[src/rtl/hazard_forward_ctrl_pkg.sv]
// Shared types for the hazard/forwarding controller: forwarding selects,
// the shadow destination-tag entry and the hazard FSM encoding.
package hazard_forward_ctrl_pkg;

    localparam int PKG_REG_AW = 5;

    localparam logic [1:0] FWD_ID  = 2'b00;
    localparam logic [1:0] FWD_EX  = 2'b01;
    localparam logic [1:0] FWD_MEM = 2'b10;
    localparam logic [1:0] FWD_WB  = 2'b11;

    typedef struct packed {
        logic                  rf_en;
        logic                  load;
        logic [PKG_REG_AW-1:0] dest;
    } shadow_entry_t;

    typedef enum logic {
        HZ_RUN   = 1'b0,
        HZ_STALL = 1'b1
    } hz_state_e;

    // Register 0 is hardwired to zero, so it never produces a match.
    function automatic logic src_match(shadow_entry_t e, logic [PKG_REG_AW-1:0] s);
        return e.rf_en && (e.dest == s) && (s != '0);
    endfunction

endpackage

[src/rtl/hazard_forward_ctrl_fwd_port_sel.sv]
// Priority match of one ID source operand against the EX/MEM/WB shadow tags;
// the youngest producer wins.
module fwd_port_sel
    import hazard_forward_ctrl_pkg::*;
(
    input  logic [PKG_REG_AW-1:0] src_i,
    input  logic                  used_i,
    input  shadow_entry_t         ex_i,
    input  shadow_entry_t         mem_i,
    input  shadow_entry_t         wb_i,
    output logic [1:0]            sel_o,
    output logic                  ex_match_o
);

    always_comb begin
        sel_o      = FWD_ID;
        ex_match_o = 1'b0;
        if (used_i) begin
            if (src_match(ex_i, src_i)) begin
                sel_o      = FWD_EX;
                ex_match_o = 1'b1;
            end else if (src_match(mem_i, src_i)) begin
                sel_o = FWD_MEM;
            end else if (src_match(wb_i, src_i)) begin
                sel_o = FWD_WB;
            end
        end
    end

endmodule

[src/rtl/hazard_forward_ctrl.sv]
// Hazard and forwarding controller for the 5-stage core: shadows the destination
// tags of EX/MEM/WB, drives ID-stage forwarding selects and load-use stalls.
module hazard_forward_ctrl
    import hazard_forward_ctrl_pkg::*;
#(
    parameter int REG_AW      = PKG_REG_AW,
    parameter int STALL_CNT_W = 16
) (
    input  logic                   clk,
    input  logic                   reset_n,
    input  logic [REG_AW-1:0]      id_rs,
    input  logic [REG_AW-1:0]      id_rt,
    input  logic                   id_uses_rs,
    input  logic                   id_uses_rt,
    input  logic [REG_AW-1:0]      id_dest,
    input  logic                   id_rf_enable,
    input  logic                   id_load_instr,
    input  logic                   pipe_hold,
    output logic [1:0]             fwd_sel_a,
    output logic [1:0]             fwd_sel_b,
    output logic                   nop_insert,
    output logic                   pc_ld,
    output logic                   ifid_ld,
    output logic                   hz_state,
    output logic [STALL_CNT_W-1:0] stall_cnt
);

    // Handshake: pc_ld/ifid_ld are load enables valid every cycle; when both are
    // low the front end must re-present the same ID instruction next cycle.

    shadow_entry_t             ex_q, mem_q, wb_q;
    shadow_entry_t             id_entry;
    hz_state_e                 state_q, state_d;
    logic [STALL_CNT_W-1:0]    stall_cnt_q, stall_cnt_d;
    logic [1:0]                sel_a, sel_b;
    logic                      ex_match_a, ex_match_b;
    logic                      luh;

    assign id_entry.rf_en = id_rf_enable;
    assign id_entry.load  = id_load_instr;
    assign id_entry.dest  = id_dest;

    fwd_port_sel u_sel_rs (
        .src_i      (id_rs),
        .used_i     (id_uses_rs),
        .ex_i       (ex_q),
        .mem_i      (mem_q),
        .wb_i       (wb_q),
        .sel_o      (sel_a),
        .ex_match_o (ex_match_a)
    );

    fwd_port_sel u_sel_rt (
        .src_i      (id_rt),
        .used_i     (id_uses_rt),
        .ex_i       (ex_q),
        .mem_i      (mem_q),
        .wb_i       (wb_q),
        .sel_o      (sel_b),
        .ex_match_o (ex_match_b)
    );

    assign luh = ex_q.load & ex_q.rf_en & (ex_match_a | ex_match_b);

    // Outputs are forced to their idle values while reset is asserted so the
    // front end sees a clean pipeline without waiting for a clock edge.
    always_comb begin
        fwd_sel_a   = sel_a;
        fwd_sel_b   = sel_b;
        nop_insert  = 1'b0;
        pc_ld       = 1'b1;
        ifid_ld     = 1'b1;
        state_d     = state_q;
        stall_cnt_d = stall_cnt_q;
        if (!reset_n) begin
            fwd_sel_a = FWD_ID;
            fwd_sel_b = FWD_ID;
        end else if (pipe_hold) begin
            pc_ld   = 1'b0;
            ifid_ld = 1'b0;
        end else begin
            if (luh) begin
                nop_insert = 1'b1;
                pc_ld      = 1'b0;
                ifid_ld    = 1'b0;
            end
            case (state_q)
                HZ_RUN: begin
                    if (luh) begin
                        state_d = HZ_STALL;
                        if (stall_cnt_q != {STALL_CNT_W{1'b1}})
                            stall_cnt_d = stall_cnt_q + 1'b1;
                    end
                end
                HZ_STALL: state_d = HZ_RUN;
                default:  state_d = HZ_RUN;
            endcase
        end
    end

    always_ff @(posedge clk or negedge reset_n) begin
        if (!reset_n) begin
            ex_q        <= '0;
            mem_q       <= '0;
            wb_q        <= '0;
            state_q     <= HZ_RUN;
            stall_cnt_q <= '0;
        end else if (!pipe_hold) begin
            ex_q        <= nop_insert ? shadow_entry_t'('0) : id_entry;
            mem_q       <= ex_q;
            wb_q        <= mem_q;
            state_q     <= state_d;
            stall_cnt_q <= stall_cnt_d;
        end
    end

    assign hz_state  = (state_q == HZ_STALL);
    assign stall_cnt = stall_cnt_q;

endmodule
[config.mk]
export PLATFORM = sky130hd
export DESIGN_NAME = hazard_forward_ctrl
export DESIGN_NICKNAME = d
export VERILOG_FILES = /design/src/rtl/hazard_forward_ctrl_pkg.sv /design/src/rtl/hazard_forward_ctrl_fwd_port_sel.sv /design/src/rtl/hazard_forward_ctrl.sv
export SDC_FILE = /design/constraint.sdc
export NUM_CORES = 1
export LEC_CHECK = 0
export BUFFER_PORTS_ARGS = -buffer_cell sky130_fd_sc_hd__buf_4
export CAP_MARGIN = 15
export CORE_ASPECT_RATIO = 1.1
export CORE_MARGIN = 4
export CORE_UTILIZATION = 59
export CTS_CLUSTER_DIAMETER = 50
export DETAILED_ROUTE_END_ITERATION = 7
export PLACE_DENSITY = 0.85
export SKIP_LAST_GASP = 1
export SYNTH_ARGS = -nofsm -noshare
export SYNTH_HDL_FRONTEND = slang
export SYNTH_HIERARCHICAL = 1
export SYNTH_SLANG_ARGS = --single-unit
[constraint.sdc]
create_clock -name clk -period 6.2 [get_ports clk]
set_clock_uncertainty 0.2 [all_clocks]
set_input_delay 0.31 -clock clk [delete_from_list [all_inputs] [get_ports clk]]
set_output_delay 0.31 -clock clk [all_outputs]
set_load 0.05 [all_outputs]
==> run_results.csv, run 1 <==
group,metric,value,unit
status,status,"completed",
yosys,syn_avg_cell_area,11.2,µm²
cts,ctsHoldBuffers,1,
floorplanning,die_x,65.5,µm
placed_design,io_buffers,45,
critical_path,critical_path.max_stage_delay,0.84,ns
final_layout,ff_latch_area,901,µm²
yosys,synth_nets,214,
global_routing,grt_max_degree,43,
floorplanning,start_util,62.9,%
sta,setup_ws,2.70,ns
route,drt_wl_total,4760,µm
floorplanning,die_h,71.3,µm
global_routing,first_global_vias,1774,
yosys,syn_area,2150,µm²
yosys,syn_inst,191,
cts,path_clk_slew,0.11,ns
flow_run,max_cap_violations,0,
power_and_ir_drop,vdd_drop_max,0.133,mV
critical_path,path_cells,"xnor2_1 > nand4_1 > nor4_2 > and2_1 > o211a_1 > nor3b_1 > buf_4",
yosys,yosys_warnings,6,
critical_path,crit_fanout,8,
route,detail_route.iter0.violations,79,
cts,cts.htree.levels,2,
placed_design,gp_congestion,0.910,
cts,cts_buffers,5,
final_layout,final_cells,287,
sta,rsz0062_at_grt,"no",
cts,clock_latency,0.33,ns
power_and_ir_drop,leakagePower,1.22,nW
critical_path,cp.arrival,2.99,ns
cts,post_cts_buffers,0,
global_routing,antenna_found_initial,0,
sta,min_period,3.50,ns
power_and_ir_drop,power.total,0.000527,W
critical_path,cp_num_buf_inv,1,
floorplanning,row_count,22,
floorplanning,io_pins,46,
final_layout,final_util,76.1,%
final_layout,multi_input_area,1190,µm²
power_and_ir_drop,p_per_area,203,nW/µm²
global_routing,overflow,0,
critical_path,path_class,"reg2out",
global_routing,grt_usage,22.3,%
floorplanning,coreArea,3410,µm²
sta,timing.final.max_slew_violations,0,
route,wl_per_cell,16.6,µm
route,vias,1641,
placed_design,dp.cells,277,
cts,cts_resized,0,
cts,cts_buffer_depth,2,
critical_path,cp_top_family,"simple AND/OR/NAND/NOR gates",
final_layout,drive_gt1_share,35.1,%
cts,cts_root_buffer,"clkbuf_4",
sta,relSlewSlack,30.8,%
route,drcViolationCount,0,
critical_path,startpoint_type,"flip-flop",
sta,max_freq,286,MHz
sta,fin_setup_tns,0,ns
placed_design,pre_cts_ws,3.09,ns
critical_path,cp-end-kind,"output pin",
final_layout,fill_cells,251,
critical_path,cp_slowest_cell,"nor3b_1",
final_layout,syn_to_final_growth,21.0,%
global_routing,grt_pass1_wl,8150,µm
cts,cts.sinks,36,
sta,setup_violations,0,
min_path,hold_class,"in2reg",
floorplanning,die-area,4670,µm²
sta,finalCritPeriodShare,56.5,%
critical_path,required,5.69,ns
sta,hold_viol_final,0,
final_layout,diodes,0,
cts,cts_tree,"built",
route,via_per_inst,5.72,
route,ant_nets,0,
sta,worstMarginPinSlew,1.04,ns
final_layout,fin_nets,262,
route,drt_pass1_iterations,4,
placed_design,dp_hpwl,3550,µm
==> routing by layer <==
metal	track usage, %	routed length (µm)	vias up
li1	-	-	775
met1	27.8	2010	799
met2	37.3	2420	52
met3	5.02	221	15
met4	8.76	110	0
met5	0	0	-
==> flip-flops by register name (all words and copies together), names as in the netlist <==
name / cells
ex_q: 7
hz_state: 1
wb_q: 6
mem_q: 6
stall_cnt: 16
==> final cells by class <==
cell class | count | area share, %
inverter | 3 | 0.434
timing repair buffer | 48 | 14.1
sequential | 36 | 34.7
tap | 48 | 2.31
clock buffer | 7 | 2.50
multi-input combinational | 145 | 46.0
==> report_power, final <==
part / leakage (nW) / internal [W] / switching (W)
logic: 0.721 / 0.0000547 / 0.0000545
clock network: 0.0374 / 0.0000644 / 0.0000749
registers: 0.460 / 0.000254 / 0.0000251
==> placed cells by master, fill, tap and decap left out, types with 3 or more instances in the layout <==
cell,n
mux2i_1,7
nand2_1,6
buf_4,46
nand4_1,9
mux2_2,13
nor3_1,5
xor2_1,27
nand3_1,5
xnor2_1,18
nor4_2,8
nor4b_1,3
nor2_1,8
dfrtp_1,36
and2_1,8
clkbuf_4,5
==> final timing paths <==
kind                                from            end  slack (ns)  cells after the start
min in group asynchronous        reset_n        ex_q[1]        0.29                      2
max                              ex_q[3]     nop_insert        2.70                      7
max reg2reg                      ex_q[3]  stall_cnt[10]        2.97                      8
max in group asynchronous        reset_n  stall_cnt[15]        5.15                      2
min                           id_dest[3]        ex_q[3]        0.02                      3
min reg2reg                stall_cnt[15]  stall_cnt[15]        0.30                      1
==> worst min-delay path, delay by kind of cell <==
kind / cells / cell delay (ns)
AND/OR/NAND/NOR: 1 / 0.08
buffers and inverters: 1 / 0.07
multiplexers: 1 / 0.05
==> per-stage QoR <==
step / cell area [µm²] / hold slack [ns]
6_report: 2600 / 0.0180
5_1_grt: 2600 / 0.00361
4_1_cts: 2580 / 0.00948
3_5_place_dp: 2500 / 0.116
3_3_place_gp: 2500 / 0.0927
2_1_floorplan: 2150 / -0.186
Power figures use the tool's default switching activity.
==> run 2: changes to the inputs <==
--- a/config.mk
+++ b/config.mk
@@ -9,10 +9,10 @@
 export CAP_MARGIN = 15
 export CORE_ASPECT_RATIO = 1.1
 export CORE_MARGIN = 4
-export CORE_UTILIZATION = 59
+export CORE_UTILIZATION = 49
 export CTS_CLUSTER_DIAMETER = 50
 export DETAILED_ROUTE_END_ITERATION = 7
-export PLACE_DENSITY = 0.85
+export PLACE_DENSITY = 0.75
 export SKIP_LAST_GASP = 1
 export SYNTH_ARGS = -nofsm -noshare
 export SYNTH_HDL_FRONTEND = slang
==> constraint.sdc (replaced) <==
create_clock -name clk -period 2.9 [get_ports clk]
set_clock_uncertainty 0.2 [all_clocks]
set_input_delay 0.145 -clock clk [delete_from_list [all_inputs] [get_ports clk]]
set_output_delay 0.145 -clock clk [all_outputs]
set_load 0.05 [all_outputs]
==> run 2 against run 1 <==
Net effect: final cell count increased by 6.6%; largest power group unchanged; routed wire length increased by 5.0%; cell area increased by 11%; critical path type is now reg2reg.
==> run_results.csv, run 2 (synthesized netlist as in run 1, its figures left out) <==
group,metric,value,unit
final_layout,final_cell_mix,"53 x buf_4, 35 x dfrtp_1, 27 x xor2_1, 18 x xnor2_1, 13 x mux2_2",
sta,worstMarginPinSlew,0.483,ns
route,detail_route.iter0.violations,66,
final_layout,largest_register_ffs,16,
min_path,min_path_cells,3,
critical_path,r2r_cells,9,
power_and_ir_drop,power.total,0.00132,W
placed_design,dp_hpwl,3540,µm
final_layout,final_area,2900,µm²
floorplanning,die_h,77.4,µm
cts,cts_buffers,5,
placed_design,pre_cts_ws,0.0813,ns
global_routing,grt_usage,18.4,%
global_routing,antenna_found_initial,0,
global_routing,met3_usage,3.88,%
sta,fin_setup_tns,0,ns
sta,rsz0062_at_grt,"yes",
floorplanning,die_x,71.1,µm
final_layout,diodes,0,
placed_design,placed_area,2540,µm²
global_routing,busiest_layer,"met2",
sta,timing.final.max_slew_violations,0,
critical_path,required,2.87,ns
cts,cts_root_buffer,"clkbuf_8",
route,drt_wl_total,5000,µm
global_routing,grt_max_degree,42,
sta,relSlewSlack,67.8,%
critical_path,path_cells,"xnor2_1 > nand4_1 > nor4_4 > and2_1 > o211a_1 > or4b_4 > buf_12 > nor2_4 > mux2_2",
critical_path,r2r_slack,0.02,ns
placed_design,io_buffers,45,
global_routing,overflow,0,
placed_design,dp.cells,285,
sta,setup_violations,0,
critical_path,critical_path.max_stage_delay,0.48,ns
critical_path,r2r_end,"stall_cnt[1]",
placed_design,gp_congestion,0.835,
global_routing,grtUsageMet2,28.9,%
critical_path,crit_fanout,16,
critical_path,path_class,"reg2reg",
sta,hold_viol_final,0,
final_layout,ff_latch_area,902,µm²
final_layout,final_cells,306,
critical_path,cp_slowest_cell,"or4b_4",
global_routing,first_global_vias,1717,
critical_path,startpoint_type,"flip-flop",
power_and_ir_drop,leakagePower,1.33,nW
cts,cts.sinks,36,
cts,cts_buffer_depth,2,
global_routing,met1_usage,26.0,%
sta,max_freq,348,MHz
route,drt_pass1_iterations,4,
cts,clock_latency,0.28,ns
sta,finalCritPeriodShare,99.2,%
cts,cts.htree.levels,2,
final_layout,final_common_cell,"buf_4",
cts,path_clk_slew,0.07,ns
route,vias,1683,
global_routing,grt_pass1_wl,8290,µm
floorplanning,row_count,24,
floorplanning,io_pins,46,
final_layout,fin_nets,276,
critical_path,timing.rr.start,"ex_q[3]",
min_path,hold_class,"in2reg",
floorplanning,coreArea,4080,µm²
floorplanning,die-area,5510,µm²
critical_path,cp.arrival,2.85,ns
final_layout,drive_gt1_share,40.2,%
route,via_per_inst,5.50,
sta,min_period,2.88,ns
final_layout,syn_to_final_growth,34.8,%
min_path,worstHoldStart,"pipe_hold",
critical_path,cp-end-kind,"flip-flop",
floorplanning,start_util,52.6,%
route,ant_nets,0,
final_layout,multi_input_area,1290,µm²
power_and_ir_drop,vdd_drop_max,0.421,mV
route,drcViolationCount,0,
flow_run,max_cap_violations,0,
cts,cts_tree,"built",
power_and_ir_drop,p_per_area,457,nW/µm²
route,wl_per_cell,16.4,µm
sta,setup_ws,0.0235,ns
final_layout,fill_cells,314,
min_path,hold_end,"ex_q[5]",
status,status,"completed",
run 2: metal layers:
metal,up-vias,routed length [µm],share of wire (%)
li1,807,-,-
met5,-,0,0
met2,42,2420,48
met1,832,2360,47
met4,0,20,0.40
met3,2,198,4.0
run 2: area by class of cell:
class / instances / area share [%]
Multi-Input combinational cell: 145 / 44.6
Tap cell: 52 / 2.25
Inverter: 3 / 0.389
Sequential cell: 36 / 31.2
Clock buffer: 7 / 3.33
Clock inverter: 1 / 1.04
Timing Repair Buffer: 62 / 17.2
run 2: repair_timing:
| item | in CTS | in global routing |
|---|---|---|
| gates resized for setup | 0 | 18 |
| setup buffers | 0 | 5 |
| endpoints found under the setup margin | 0 | 13 |
| endpoints found under the hold margin | 43 | 0 |
| hold buffers | 8 | 0 |
run 2: through the flow:
stage	hold WS, ns	util, %
floorplan	-0.351	-
global placement	0.0460	62.3
detailed placement	0.0443	62.3
CTS	0.138	67.4
global route	0.169	70.9
finish	0.151	70.9
run 2: worst max path at each step:
stage / from / end / slack, ns / cells past startpoint
5_1_grt: ex_q[3] / stall_cnt[1] / -0.09 / 9
3_3_place_gp: ex_q[3] / stall_cnt[1] / 0.12 / 9
4_1_cts: ex_q[3] / stall_cnt[1] / 0.06 / 9
6_report: ex_q[3] / stall_cnt[1] / 0.02 / 9
2_1_floorplan: id_rt[0] / pc_ld / 0.23 / 7
3_5_place_dp: ex_q[1] / stall_cnt[1] / 0.08 / 9
run 2: where the power goes:
group          internal (W)  leakage (nW)  total (W)  switching [W]
clock              0.000303        0.0645   0.000475       0.000172
combinational      0.000130         0.809   0.000251       0.000121
sequential         0.000543         0.459   0.000596      0.0000524
run 2: critical path: cells and delay by family (launching register included):
kind,cells,cell delay (ns)
flip-flops,1,0.41
XOR/XNOR,1,0.17
AO/OA/AOI/OAI,1,0.18
multiplexers,1,0.34
buffers and inverters,1,0.18
AND/OR/NAND/NOR,5,1.29
==> run 3: changes to the inputs <==
--- a/config.mk
+++ b/config.mk
@@ -7,14 +7,18 @@
 export LEC_CHECK = 0
 export BUFFER_PORTS_ARGS = -buffer_cell sky130_fd_sc_hd__buf_4
 export CAP_MARGIN = 15
+export CELL_PAD_IN_SITES_DETAIL_PLACEMENT = 1
+export CELL_PAD_IN_SITES_GLOBAL_PLACEMENT = 2
 export CORE_ASPECT_RATIO = 1.1
 export CORE_MARGIN = 4
-export CORE_UTILIZATION = 49
+export CORE_UTILIZATION = 32
 export CTS_CLUSTER_DIAMETER = 50
 export DETAILED_ROUTE_END_ITERATION = 7
-export PLACE_DENSITY = 0.75
+export GPL_ROUTABILITY_DRIVEN = 0
+export PLACE_DENSITY_LB_ADDON = 0.1
 export SKIP_LAST_GASP = 1
 export SYNTH_ARGS = -nofsm -noshare
 export SYNTH_HDL_FRONTEND = slang
 export SYNTH_HIERARCHICAL = 1
 export SYNTH_SLANG_ARGS = --single-unit
+export TNS_END_PERCENT = 100
==> run 3 against run 2 <==
Net effect: die area is 47% higher; combinational power barely moved; core utilization is 27 points lower; maximum frequency up 1.9%; cell area down 0.48%; worst hold slack got worse by 0.015 ns; final cell count grew 9.5%; critical path type is now reg2out; critical endpoint is now nop_insert.
==> run_results.csv, run 3 (synthesized netlist as in run 1, its figures left out) <==
group,metric,value,unit
sta,relSlewSlack,59.6,%
placed_design,io_buffers,45,
power_and_ir_drop,p_per_area,447,nW/µm²
sta,min_period,2.82,ns
global_routing,overflow,0,
final_layout,final_common_cell,"buf_4",
floorplanning,die-area,8090,µm²
min_path,hold_end,"ex_q[5]",
floorplanning,die_h,93.9,µm
final_layout,diodes,0,
sta,fin_hold_ws,0.136,ns
sta,max_freq,354,MHz
critical_path,r2r_slack,0.10,ns
floorplanning,row_count,31,
critical_path,required,2.56,ns
route,wl_per_cell,17.5,µm
min_path,min_path_cells,3,
status,status,"completed",
critical_path,cp-end-kind,"output pin",
power_and_ir_drop,power_frac_comb,19.6,%
cts,cts_buffer_depth,2,
cts,cts_buffers,5,
route,drcViolationCount,0,
cts,cts.htree.levels,2,
cts,path_clk_slew,0.08,ns
critical_path,r2r_end,"stall_cnt[12]",
final_layout,syn_to_final_growth,34.2,%
route,detail_route.iter0.violations,52,
min_path,worstHoldStart,"pipe_hold",
global_routing,first_global_vias,1862,
sta,setup_violations,0,
min_path,hold_class,"in2reg",
sta,worstMarginPinSlew,0.603,ns
cts,clock_latency,0.29,ns
critical_path,path_class,"reg2out",
critical_path,startpoint_type,"flip-flop",
route,vias,1677,
power_and_ir_drop,vdd_drop_max,0.246,mV
sta,rsz0062_at_grt,"yes",
global_routing,antenna_found_initial,0,
power_and_ir_drop,p_switching,0.000361,W
cts,cts_tree,"built",
final_layout,largest_register_ffs,16,
power_and_ir_drop,leakagePower,1.31,nW
cts,cts_root_buffer,"clkbuf_8",
floorplanning,coreArea,6560,µm²
cts,cts.sinks,36,
flow_run,max_cap_violations,0,
sta,fin_setup_tns,0,ns
sta,hold_viol_final,0,
critical_path,crit_fanout,8,
power_and_ir_drop,power.internal,0.000925,W
critical_path,cp.arrival,2.48,ns
floorplanning,die_x,86.1,µm
global_routing,grt_usage,15.1,%
route,via_per_inst,5.01,
sta,timing.final.max_slew_violations,0,
route,drt_pass1_iterations,4,
power_and_ir_drop,p_clk_share,34.1,%
final_layout,drive_gt1_share,39.9,%
sta,finalCritPeriodShare,97.3,%
critical_path,timing.rr.start,"ex_q[4]",
route,ant_nets,0,
floorplanning,io_pins,46,
placed_design,dp_hpwl,4360,µm
global_routing,grt_pass1_wl,9540,µm
floorplanning,start_util,32.8,%
power_and_ir_drop,swShare,28.1,%
route,drt_wl_total,5860,µm
critical_path,r2r_cells,9,
global_routing,grt_max_degree,42,
final_layout,fin_nets,275,
final_layout,final_cell_mix,"52 x buf_4, 35 x dfrtp_1, 27 x xor2_1, 17 x xnor2_1, 13 x mux2_2",
power_and_ir_drop,p_seq_share,46.2,%
run 3: final cells by class:
| type | instances | area (µm²) |
|---|---|---|
| inverter | 3 | 11.3 |
| fill | 714 | 3670 |
| clock buffer | 5 | 68.8 |
| multi-input combinational | 145 | 1270 |
| sequential | 36 | 902 |
| tap | 82 | 103 |
| clock inverter | 3 | 42.5 |
| timing repair buffer | 61 | 482 |
run 3: power by group through the flow:
stage	clock, W	combinational [W]	sequential, W
after floorplan	0	0.000153	0.000596
after detailed placement	0	0.000242	0.000605
after global routing	0.000483	0.000275	0.000603
final	0.000439	0.000253	0.000595
after global placement	0	0.000232	0.000603
after CTS	0.000463	0.000253	0.000595
run 3: critical path: stages, from the launching register on:
cell	delay, ns
dfrtp_1	0.44
xnor2_1	0.18
nand4_1	0.16
nor4_4	0.21
and2_1	0.18
o211a_1	0.17
nor3b_2	0.53
buf_4	0.31
run 3: repair_timing:
| action | in CTS | in global routing |
|---|---|---|
| setup endpoints to repair | 4 | 13 |
| hold endpoints to repair | 43 | 0 |
| resized for setup | 4 | 9 |
| setup buffers | 0 | 2 |
| hold buffers | 8 | 0 |
run 3: how the worst max path moves through the flow:
stage	to	depth (start not counted)	start	slack [ns]
after CTS	nop_insert	7	ex_q[4]	0.01
after global routing	nop_insert	7	ex_q[4]	-0.05
after detailed placement	stall_cnt[11]	9	ex_q[4]	-0.04
after global placement	stall_cnt[11]	8	ex_q[0]	0.08
after floorplan	pc_ld	7	id_rt[0]	0.23
final	nop_insert	7	ex_q[4]	0.08
run 3: stage by stage:
stage          total power, W  utilization [%]  std cells  worst slack, ns  area [µm²]
2_1_floorplan        0.000749                -        191            0.225        2150
3_3_place_gp         0.000835             39.6        317           0.0802        2600
3_5_place_dp         0.000847             39.6        317          -0.0371        2600
4_1_cts               0.00131             42.9        333           0.0117        2810
5_1_grt               0.00136             44.0        335          -0.0485        2880
6_report              0.00129             44.0        335           0.0784        2880
run 3: layer usage:
metal	GRT usage (%)	vias up	wire length (µm)	part of all wire, %
li1	-	800	-	-
met1	16.9	833	2380	41
met2	28.1	33	3150	54
met3	2.98	11	206	3.5
met4	4.75	0	115	2.0
met5	0	-	0	0
